### config.mk
export PLATFORM = sky130hd
export DESIGN_NAME = branch_resolve_unit
export DESIGN_NICKNAME = d
export VERILOG_FILES = /design/src/rtl/branch_resolve_unit_pkg.sv /design/src/rtl/branch_resolve_unit_pred_fifo.sv /design/src/rtl/branch_resolve_unit.sv
export SDC_FILE = /design/constraint.sdc
export NUM_CORES = 1
export LEC_CHECK = 0
export CAP_MARGIN = 20
export CORE_AREA = 5 5 348 350
export CTS_CLUSTER_DIAMETER = 30
export DETAILED_ROUTE_END_ITERATION = 10
export DIE_AREA = 0 0 353 355
export GPL_TIMING_DRIVEN = 0
export HOLD_SLACK_MARGIN = 0.1
export MAX_ROUTING_LAYER = met4
export REMOVE_ABC_BUFFERS = 1
export SLEW_MARGIN = 20
export SYNTH_ARGS = -nofsm -noshare
export SYNTH_HDL_FRONTEND = slang
export SYNTH_HIERARCHICAL = 1
export SYNTH_SLANG_ARGS = --single-unit
### constraint.sdc
create_clock -name clk -period 23.6 [get_ports clk]
set_input_delay 5.9 -clock clk [delete_from_list [all_inputs] [get_ports clk]]
set_output_delay 5.9 -clock clk [all_outputs]
set_load 0.05 [all_outputs]
### src/rtl/branch_resolve_unit_pkg.sv
// Shared types and constants for the branch resolve unit and its prediction FIFO.
package branch_resolve_unit_pkg;

  // Record fields are carried at the widest supported PC width; ADDR_WIDTH must not exceed it.
  localparam int unsigned REC_ADDR_W  = 64;
  localparam int unsigned INSTR_BYTES = 4;

  typedef struct packed {
    logic [REC_ADDR_W-1:0] pc;
    logic                  taken;
    logic [REC_ADDR_W-1:0] trgt;
  } pred_rec_t;

  typedef enum logic [0:0] {
    RUN     = 1'b0,
    RECOVER = 1'b1
  } bru_state_e;

endpackage

### src/rtl/branch_resolve_unit_pred_fifo.sv
// Circular FIFO of in-flight prediction records with synchronous clear.
module pred_fifo
  import branch_resolve_unit_pkg::*;
#(
  parameter int unsigned DEPTH = 8
) (
  input  logic                         clk,
  input  logic                         rst,
  input  logic                         push_i,
  input  pred_rec_t                    push_rec_i,
  input  logic                         pop_i,
  input  logic                         clear_i,
  output pred_rec_t                    head_o,
  output logic                         full_o,
  output logic                         empty_o,
  output logic [$clog2(DEPTH+1)-1:0]   count_o
);

  localparam int unsigned PW = $clog2(DEPTH);
  localparam int unsigned CW = $clog2(DEPTH + 1);

  pred_rec_t     mem_q [DEPTH];
  logic [PW-1:0] wr_ptr_q, wr_ptr_d;
  logic [PW-1:0] rd_ptr_q, rd_ptr_d;
  logic [CW-1:0] count_q, count_d;
  logic          push_ok, pop_ok;

  assign full_o  = (count_q == CW'(DEPTH));
  assign empty_o = (count_q == '0);
  assign count_o = count_q;
  assign head_o  = mem_q[rd_ptr_q];

  assign push_ok = push_i && !full_o && !clear_i;
  assign pop_ok  = pop_i && !empty_o;

  always_comb begin
    wr_ptr_d = wr_ptr_q;
    rd_ptr_d = rd_ptr_q;
    count_d  = count_q;
    if (clear_i) begin
      wr_ptr_d = '0;
      rd_ptr_d = '0;
      count_d  = '0;
    end else begin
      if (push_ok) wr_ptr_d = wr_ptr_q + PW'(1);
      if (pop_ok)  rd_ptr_d = rd_ptr_q + PW'(1);
      count_d = count_q + CW'(push_ok) - CW'(pop_ok);
    end
  end

  always_ff @(posedge clk) begin
    if (rst) begin
      wr_ptr_q <= '0;
      rd_ptr_q <= '0;
      count_q  <= '0;
    end else begin
      wr_ptr_q <= wr_ptr_d;
      rd_ptr_q <= rd_ptr_d;
      count_q  <= count_d;
    end
  end

  // Storage is deliberately left out of reset; only the pointers define validity.
  always_ff @(posedge clk) begin
    if (push_ok) mem_q[wr_ptr_q] <= push_rec_i;
  end

endmodule

### src/rtl/branch_resolve_unit.sv
// Resolves in-flight branch predictions in order, driving predictor updates,
// mispredict redirects, a saturating mispredict count and a sticky protocol error.
module branch_resolve_unit
  import branch_resolve_unit_pkg::*;
#(
  parameter int unsigned ADDR_WIDTH = 32,
  parameter int unsigned DEPTH      = 8,
  parameter int unsigned CNT_WIDTH  = 16
) (
  input  logic                  clk,
  input  logic                  rst,
  input  logic                  pred_valid_i,
  output logic                  pred_ready_o,
  input  logic [ADDR_WIDTH-1:0] pred_pc_i,
  input  logic                  pred_taken_i,
  input  logic [ADDR_WIDTH-1:0] pred_trgt_i,
  input  logic                  res_valid_i,
  input  logic                  res_taken_i,
  input  logic [ADDR_WIDTH-1:0] res_trgt_i,
  output logic                  upd_valid_o,
  output logic [ADDR_WIDTH-1:0] upd_pc_o,
  output logic                  upd_taken_o,
  output logic [ADDR_WIDTH-1:0] upd_trgt_o,
  output logic                  redirect_o,
  output logic [ADDR_WIDTH-1:0] redirect_pc_o,
  output logic [CNT_WIDTH-1:0]  mispred_cnt_o,
  output logic                  err_o
);

  localparam int unsigned CW = $clog2(DEPTH + 1);

  bru_state_e            state_q, state_d;
  logic                  upd_valid_q, upd_valid_d;
  logic [ADDR_WIDTH-1:0] upd_pc_q, upd_pc_d;
  logic                  upd_taken_q, upd_taken_d;
  logic [ADDR_WIDTH-1:0] upd_trgt_q, upd_trgt_d;
  logic                  redirect_q, redirect_d;
  logic [ADDR_WIDTH-1:0] redirect_pc_q, redirect_pc_d;
  logic [CNT_WIDTH-1:0]  mispred_cnt_q, mispred_cnt_d;
  logic                  err_q, err_d;

  pred_rec_t     push_rec, head_rec;
  logic [CW-1:0] fifo_count;
  logic          fifo_full, fifo_empty;
  logic          run, push, pop, mispredict;

  assign push_rec = '{pc: REC_ADDR_W'(pred_pc_i), taken: pred_taken_i,
                      trgt: REC_ADDR_W'(pred_trgt_i)};

  assign run          = (state_q == RUN);
  assign pred_ready_o = run && (fifo_count < CW'(DEPTH));
  assign pop          = res_valid_i && run && !fifo_empty;
  assign mispredict   = pop && ((res_taken_i != head_rec.taken) ||
                        (res_taken_i && (REC_ADDR_W'(res_trgt_i) != head_rec.trgt)));
  // A same-cycle enqueue is dropped along with the flushed younger records.
  assign push         = pred_valid_i && pred_ready_o && !mispredict;

  pred_fifo #(.DEPTH(DEPTH)) u_fifo (
    .clk        (clk),
    .rst        (rst),
    .push_i     (push),
    .push_rec_i (push_rec),
    .pop_i      (pop),
    .clear_i    (mispredict),
    .head_o     (head_rec),
    .full_o     (fifo_full),
    .empty_o    (fifo_empty),
    .count_o    (fifo_count)
  );

  always_comb begin
    state_d       = state_q;
    upd_valid_d   = pop;
    upd_pc_d      = upd_pc_q;
    upd_taken_d   = upd_taken_q;
    upd_trgt_d    = upd_trgt_q;
    redirect_d    = mispredict;
    redirect_pc_d = redirect_pc_q;
    mispred_cnt_d = mispred_cnt_q;
    // Any resolve that cannot pop is a protocol violation.
    err_d         = err_q || (res_valid_i && !pop);
    if (pop) begin
      upd_pc_d      = ADDR_WIDTH'(head_rec.pc);
      upd_taken_d   = res_taken_i;
      upd_trgt_d    = res_trgt_i;
      redirect_pc_d = res_taken_i ? res_trgt_i
                                  : ADDR_WIDTH'(head_rec.pc + REC_ADDR_W'(INSTR_BYTES));
    end
    if (mispredict && (mispred_cnt_q != '1)) mispred_cnt_d = mispred_cnt_q + CNT_WIDTH'(1);
    case (state_q)
      RUN:     if (mispredict) state_d = RECOVER;
      RECOVER: state_d = RUN;
      default: state_d = RUN;
    endcase
  end

  always_ff @(posedge clk) begin
    if (rst) begin
      state_q       <= RUN;
      upd_valid_q   <= 1'b0;
      upd_pc_q      <= '0;
      upd_taken_q   <= 1'b0;
      upd_trgt_q    <= '0;
      redirect_q    <= 1'b0;
      redirect_pc_q <= '0;
      mispred_cnt_q <= '0;
      err_q         <= 1'b0;
    end else begin
      state_q       <= state_d;
      upd_valid_q   <= upd_valid_d;
      upd_pc_q      <= upd_pc_d;
      upd_taken_q   <= upd_taken_d;
      upd_trgt_q    <= upd_trgt_d;
      redirect_q    <= redirect_d;
      redirect_pc_q <= redirect_pc_d;
      mispred_cnt_q <= mispred_cnt_d;
      err_q         <= err_d;
    end
  end

  assign upd_valid_o   = upd_valid_q;
  assign upd_pc_o      = upd_pc_q;
  assign upd_taken_o   = upd_taken_q;
  assign upd_trgt_o    = upd_trgt_q;
  assign redirect_o    = redirect_q;
  assign redirect_pc_o = redirect_pc_q;
  assign mispred_cnt_o = mispred_cnt_q;
  assign err_o         = err_q;

  full_matches_count: assert property (@(posedge clk) disable iff (rst)
    fifo_full == (fifo_count == CW'(DEPTH)));

endmodule
# Word-level counts from Yosys, hierarchy flattened
# Memories as Yosys holds them, arrays and structs flattened. A register that Yosys moved wholly into a read port is not among the register bits.
# Cells that the tools add are included.
[op_classes] n_addsub=6 n_lt_le_gt_ge=1 n_eq_ne=4 muxes=7 bitwise_logic=1 reduce_logical=20
[op_table] cell="!= test 32 x 64 -> 1 bit" count=1
[op_table] cell="adder 32 x 3 -> 32 bit, second input constant" count=1
[op_table] cell="two-way mux 32 bit" count=1
[op_table] cell="adder 16 x 1 -> 16 bit, second input constant" count=1
[op_table] cell="!= test 16 bit, second input constant" count=1
[op_table] cell="logical AND 1 bit" count=12
[op_table] cell="adder 3 x 1 -> 3 bit, second input constant" count=2
[op_table] cell="two-way mux 3 bit" count=2
[op_table] cell="adder 4 x 1 -> 4 bit" count=1
[op_table] cell="equality test 4 bit, second input constant" count=1
[op_table] cell="logical NOT 1 bit" count=4
[op_table] cell="logical NOT 4 bit" count=1
[op_table] cell="less-than comparator 4 bit, second input constant" count=1
[op_table] cell="subtractor 4 x 1 -> 4 bit" count=1
[op_table] cell="two-way mux 1 bit" count=3
[op_table] cell="logical OR 1 bit" count=2
[op_table] cell="one-hot mux 1 bit (2 select lines)" count=1
[op_table] cell="OR reduction 2 bit" count=1
[op_table] cell="!= test 1 bit" count=1
[op_table] cell="inverter 1 bit" count=1
[totals] reg_bits=127 ramBits=520 inputBits=102 out_inout_bits=117 word_cells=52 memories=1
[memory_table] name="u_fifo.mem_q" words=8 word_bits=65 rd=1 rd_ports_with_merged_regs=1 wr=1 line_no="branch_resolve_unit_pred_fifo.sv:22" rtl="pred_rec_t mem_q [DEPTH];"

# Longest topological paths before layout
[logic_depth] depth_word=10 depth_mapped=21 depth_no_buf=17

# By module
# The synthesis kept the hierarchy.
[by_module_without_submodules] mod="pred_fifo" instances=1 cells_each=1573 area_per_inst_um2=39865.7
[by_module_without_submodules] mod="branch_resolve_unit" instances=1 cells_each=713 area_per_inst_um2=5539.1

# Worst setup path before layout
# Ideal clock, no wire load.
[synth_path] path_kind="in2reg" start="input port res_taken_i" end="memory u_fifo/mem_q[0][0] (netlist bit), enable pin" setup_time_ns=0.978 arrival_ns=20.824 t_required_ns=22.622 path_slack_ns=1.798 path_stages=9 path_buffers=1 cell_sequence="nor4b_2 nand4_1 or4_1 nor3_4 buf_6 or2_2 and3_1 nand2_1 nor4b_1"
[synth_between] elab_chain_cells=9 elab_cells_between_ends=10
[synth_lines] item="start: declaration" line_no="branch_resolve_unit.sv:18" rtl="input logic res_taken_i,"
[synth_lines] item="!= test 1 bit or logical AND 1 bit (tied branches)" line_no="branch_resolve_unit.sv:53, branch_resolve_unit.sv:54"
[synth_lines] item="logical OR 1 bit (*)" line_no="branch_resolve_unit.sv:53" rtl="assign mispredict = pop && ((res_taken_i != head_rec.taken) ||"
[synth_lines] item="logical AND 1 bit (*)" line_no="branch_resolve_unit.sv:53"
[synth_lines] item="logical NOT 1 bit (*)" line_no="branch_resolve_unit.sv:56" rtl="assign push = pred_valid_i && pred_ready_o && !mispredict;"
[synth_lines] item="logical AND 1 bit (*)" line_no="branch_resolve_unit.sv:56"
[synth_lines] item="via push" line_no="branch_resolve_unit.sv:45" rtl="logic run, push, pop, mispredict;"
[synth_lines] item="logical AND 1 bit (*) (2 in a row)" line_no="branch_resolve_unit_pred_fifo.sv:33" rtl="assign push_ok = push_i && !full_o && !clear_i;"
[synth_lines] item="two-way mux 1 bit (*)" line_no="branch_resolve_unit_pred_fifo.sv:65" rtl="if (push_ok) mem_q[wr_ptr_q] <= push_rec_i;"
[synth_lines] item="two-way mux 1 bit (not written as such) (*)" line_no="branch_resolve_unit_pred_fifo.sv:65"
[synth_lines] item="end: declaration" line_no="branch_resolve_unit_pred_fifo.sv:22"
# The timed path passes the listed nets; every way through them passes the cells marked *.

# Worst setup path in the final report
[layout_path] start="input port res_trgt_i[7]" end="memory u_fifo/mem_q[1][38] (netlist bit), enable pin"
[layout_between] elab_chain_cells=10
[layout_lines] item="start: declaration" line_no="branch_resolve_unit.sv:19" rtl="input logic [ADDR_WIDTH-1:0] res_trgt_i,"
[layout_lines] item="!= test 32 x 64 -> 1 bit (*)" line_no="branch_resolve_unit.sv:54" rtl="(res_taken_i && (REC_ADDR_W'(res_trgt_i) != head_rec.trgt)));"
[layout_lines] item="logical AND 1 bit (*)" line_no="branch_resolve_unit.sv:54"
[layout_lines] item="logical OR 1 bit (*)" line_no="branch_resolve_unit.sv:53"
[layout_lines] item="logical AND 1 bit (*)" line_no="branch_resolve_unit.sv:53"
[layout_lines] item="via mispredict" line_no="branch_resolve_unit.sv:45"
[layout_lines] item="logical NOT 1 bit (*)" line_no="branch_resolve_unit_pred_fifo.sv:33, branch_resolve_unit.sv:56"
[layout_lines] item="logical AND 1 bit" line_no="branch_resolve_unit.sv:56"
[layout_lines] item="logical AND 1 bit" line_no="branch_resolve_unit_pred_fifo.sv:33"
[layout_lines] item="logical AND 1 bit (*)" line_no="branch_resolve_unit_pred_fifo.sv:33"
[layout_lines] item="two-way mux 1 bit (*)" line_no="branch_resolve_unit_pred_fifo.sv:65"
[layout_lines] item="two-way mux 1 bit (not written as such) (*)" line_no="branch_resolve_unit_pred_fifo.sv:65"
# Marked as above.

==> impl_summary.log <==
[metrics] placed wire-length estimate: 60.0 mm
[metrics] Worst Skew: 71.3 ps
[metrics] worst slack after detailed placement: 11,400 ps
[metrics] outcome: finished, final reports clean
[metrics] startpoint-to-endpoint class of the critical path: primary input to flip-flop
[metrics] total power: 5.37 mW
[metrics] die width: 353 um
[metrics] total gr overflow: 0
[metrics] startpoint class of the critical path: primary input
[metrics] number of antenna violations at the first check in global routing: 10
[metrics] Slowest cell on crit path: nor3_4
[metrics] post-CTS setup buffer count: 0
[metrics] combined buffer and inverter count along the critical path: 9
[metrics] Setup violations, final: 0
[metrics] min Tclk post-route: 11,490 ps
[metrics] Vias/cell: 4.56
[metrics] total number of cells along the worst setup path: 16
[metrics] actual transition at the worst max-transition pin: 1160 ps
[metrics] number of levels in the clock H-tree: 4
[metrics] clock buffers created by TritonCTS: 177
[metrics] reg2reg end: u_fifo/mem_q[1][38]$_DFFE_PP_
[metrics] buffers from clock root to sink, at most: 3
[metrics] number of hold violations in the final report: 0
[metrics] TritonCTS clock tree: done
[metrics] Clk Tree Root Cell: clkbuf_16
[metrics] number of input and output port buffers inserted: 218
[metrics] number of instances in the placed design: 3,975
[metrics] class of the tightest hold or removal check: flip-flop to flip-flop
[metrics] Core Area: 0.117 mm2
[metrics] total number of yosys warnings: 6
[metrics] worst-case hold path end point: upd_trgt_o[14]$_SDFFE_PP0P_
[metrics] delay contributed by the slowest stage of the critical path: 880 ps
[metrics] DRC: 0
[metrics] Mapped Avg Cell Area: 18.6 um2
[metrics] Worst Slack Setup Final: 12,110 ps
[metrics] Rel. slew slack: 0.226
[metrics] final design utilization: 0.409
[metrics] Final Instance Count excl. Fillers: 4,318
[metrics] max cap viols: 0
[metrics] most common cell after layout, fill and taps aside: edfxtp_1
[metrics] vias: 19,700
[metrics] R2R setup slack: 15,670 ps
[metrics] synthesized netlist cell count: 1,919
[metrics] number of cells traversed by the worst register-to-register path: 20
[metrics] worst-case vdd ir drop: 0.0000758 V
[metrics] share of final-layout standard cells stronger than drive strength 1: 0.246
[metrics] clk sinks: 906
[metrics] die area: 0.125 mm2
[metrics] Setup crit end kind: flip-flop
[metrics] number of stages on the worst hold path: 2
[metrics] Cell Area, Synth: 0.0357 mm2
[metrics] peak clock frequency supported by timing: 87.0 MHz
[metrics] Rows: 126
[metrics] setup repair after global routing missed its margin: false
[metrics] timing startpoint of the critical path: res_trgt_i[7]
[metrics] Final period util: 0.487
[metrics] total non-filler cell area in the finished layout: 0.0481 mm2
[metrics] area growth from synthesis to final layout: 34.7%
[metrics] final weighted congestion of routability-driven global placement: 0.749
[metrics] via count of the first global-routing pass: 20,200
[metrics] overall die height: 355 um
[metrics] first-pass GRT wire length: 132 mm
[metrics] total of cells resized after clock tree synthesis: 0
[metrics] Final #Nets: 2,731
[metrics] clk_lat worst skew: 750 ps
[metrics] Cell Chain, Critical Path: clkdlybuf4s50_1 -> xor2_1 -> nor4_1 -> nand3_1 -> nor3_4 -> or2_2 -> inv_1 -> nand4b_1 -> nor3_2 -> buf_4 -> buf_4 -> buf_4 -> buf_4 -> buf_4 -> buf_6 -> buf_6
[metrics] hold buffer count at cts: 0
[metrics] effective utilization at floorplan: 0.304
[metrics] data required time of the critical path: 24,050 ps
[metrics] antenna viol nets, final: 0
[metrics] Initial DRC Count: 1,397
[metrics] post-placement cell area: 0.0418 mm2
[metrics] Static Leak: 16.4 nW
[metrics] largest fanout of any net on the critical path: 27
[metrics] GRT Overall Usage: 0.144
[metrics] number of primary I/O pins: 219
[metrics] drt total wl: 89.1 mm
[metrics] most frequent cells in the layout: 776 x edfxtp_1, 256 x conb_1, 216 x clkdlybuf4s50_1
[metrics] hold wc startpoint: upd_trgt_o[14]$_SDFFE_PP0P_
[metrics] number of pins exceeding their max-slew limit in the final report: 0
[metrics] data arrival time at the worst-slack endpoint: 11,940 ps
[metrics] post-detailed-route wirelength per cell: 20.6 um
[metrics] number of iterations in the first detailed-routing pass: 5
[metrics] maximum number of pins on one net before global-route repair: 83
[metrics] PwrDens: 112 mW/mm2
[metrics] Crit path top cell by count: buf_4
[metrics] Reg clk slew, reported paths: 50 ps
[metrics] cell family contributing the most delay on the critical path: simple AND/OR/NAND/NOR gates
## through the flow
step / hold slack, ps / TNS [ps]
after floorplan: 454 / 0
after global placement: 443 / -6661950
after detailed placement: 446 / 0
after CTS: 452 / 0
after global routing: 470 / 0
final: 450 / 0
## state kept, by name, summed over array words and instances, names as in the netlist, named ones only
register and count:
u_fifo/count_o 4, upd_pc_o 32, state_q 1, u_fifo/mem_q 776, upd_taken_o 1, upd_trgt_o 32, redirect_pc_o 32, u_fifo/wr_ptr_q 3
mispred_cnt_o 16, upd_valid_o 1, u_fifo/rd_ptr_q 3, err_o 1, redirect_o 1
## metal layers
layer,global-route usage,vias to the layer above,share of wire,wire length (um)
met4,0.0390,0,0.020,1740
met1,0.195,10000,0.46,40700
met5,-,-,0,0
met3,0.0364,155,0.066,5840
met2,0.218,566,0.46,40900
li1,-,8950,-,-
## area by class of cell
type	count	area, um2
Fill cell	10400	69400
Sequential cell	906	25900
Multi-Input combinational cell	1144	10100
Clock buffer	206	4640
Timing Repair Buffer	370	3750
Tap cell	1536	1920
Clock inverter	126	1600
Inverter	19	76.3
Antenna cell	11	27.5
## where the power goes
group | leakage, nW | internal (mW) | total (mW) | switching [mW]
combinational | 5.27 | 0.333 | 0.883 | 0.550
sequential | 8.07 | 1.88 | 1.93 | 0.0499
clock | 3.01 | 1.70 | 2.55 | 0.856
## worst register-to-register path, stage by stage (launching register included)
cell and delay, ps:
dfxtp_4 700, buf_12 300, buf_16 270, buf_16 310, mux4_1 640, mux2_2 290
xnor2_1 300, nand4_1 170, or4_1 720, nor3_4 870, or2_2 330, inv_1 180
nand4b_1 480, nor3_2 660, buf_4 300, buf_4 220, buf_4 180, buf_4 190
buf_4 210, buf_6 170, buf_6 160
## worst max path at each step
| stage | end |
|---|---|
| floorplan | u_fifo/mem_q[0][0]$_DFFE_PP_ |
| global placement | u_fifo/mem_q[0][71]$_DFFE_PP_ |
| detailed placement | u_fifo/mem_q[0][71]$_DFFE_PP_ |
| CTS | u_fifo/mem_q[1][72]$_DFFE_PP_ |
| global route | u_fifo/mem_q[1][38]$_DFFE_PP_ |
| finish | u_fifo/mem_q[1][38]$_DFFE_PP_ |
Power figures use the tool's default switching activity.
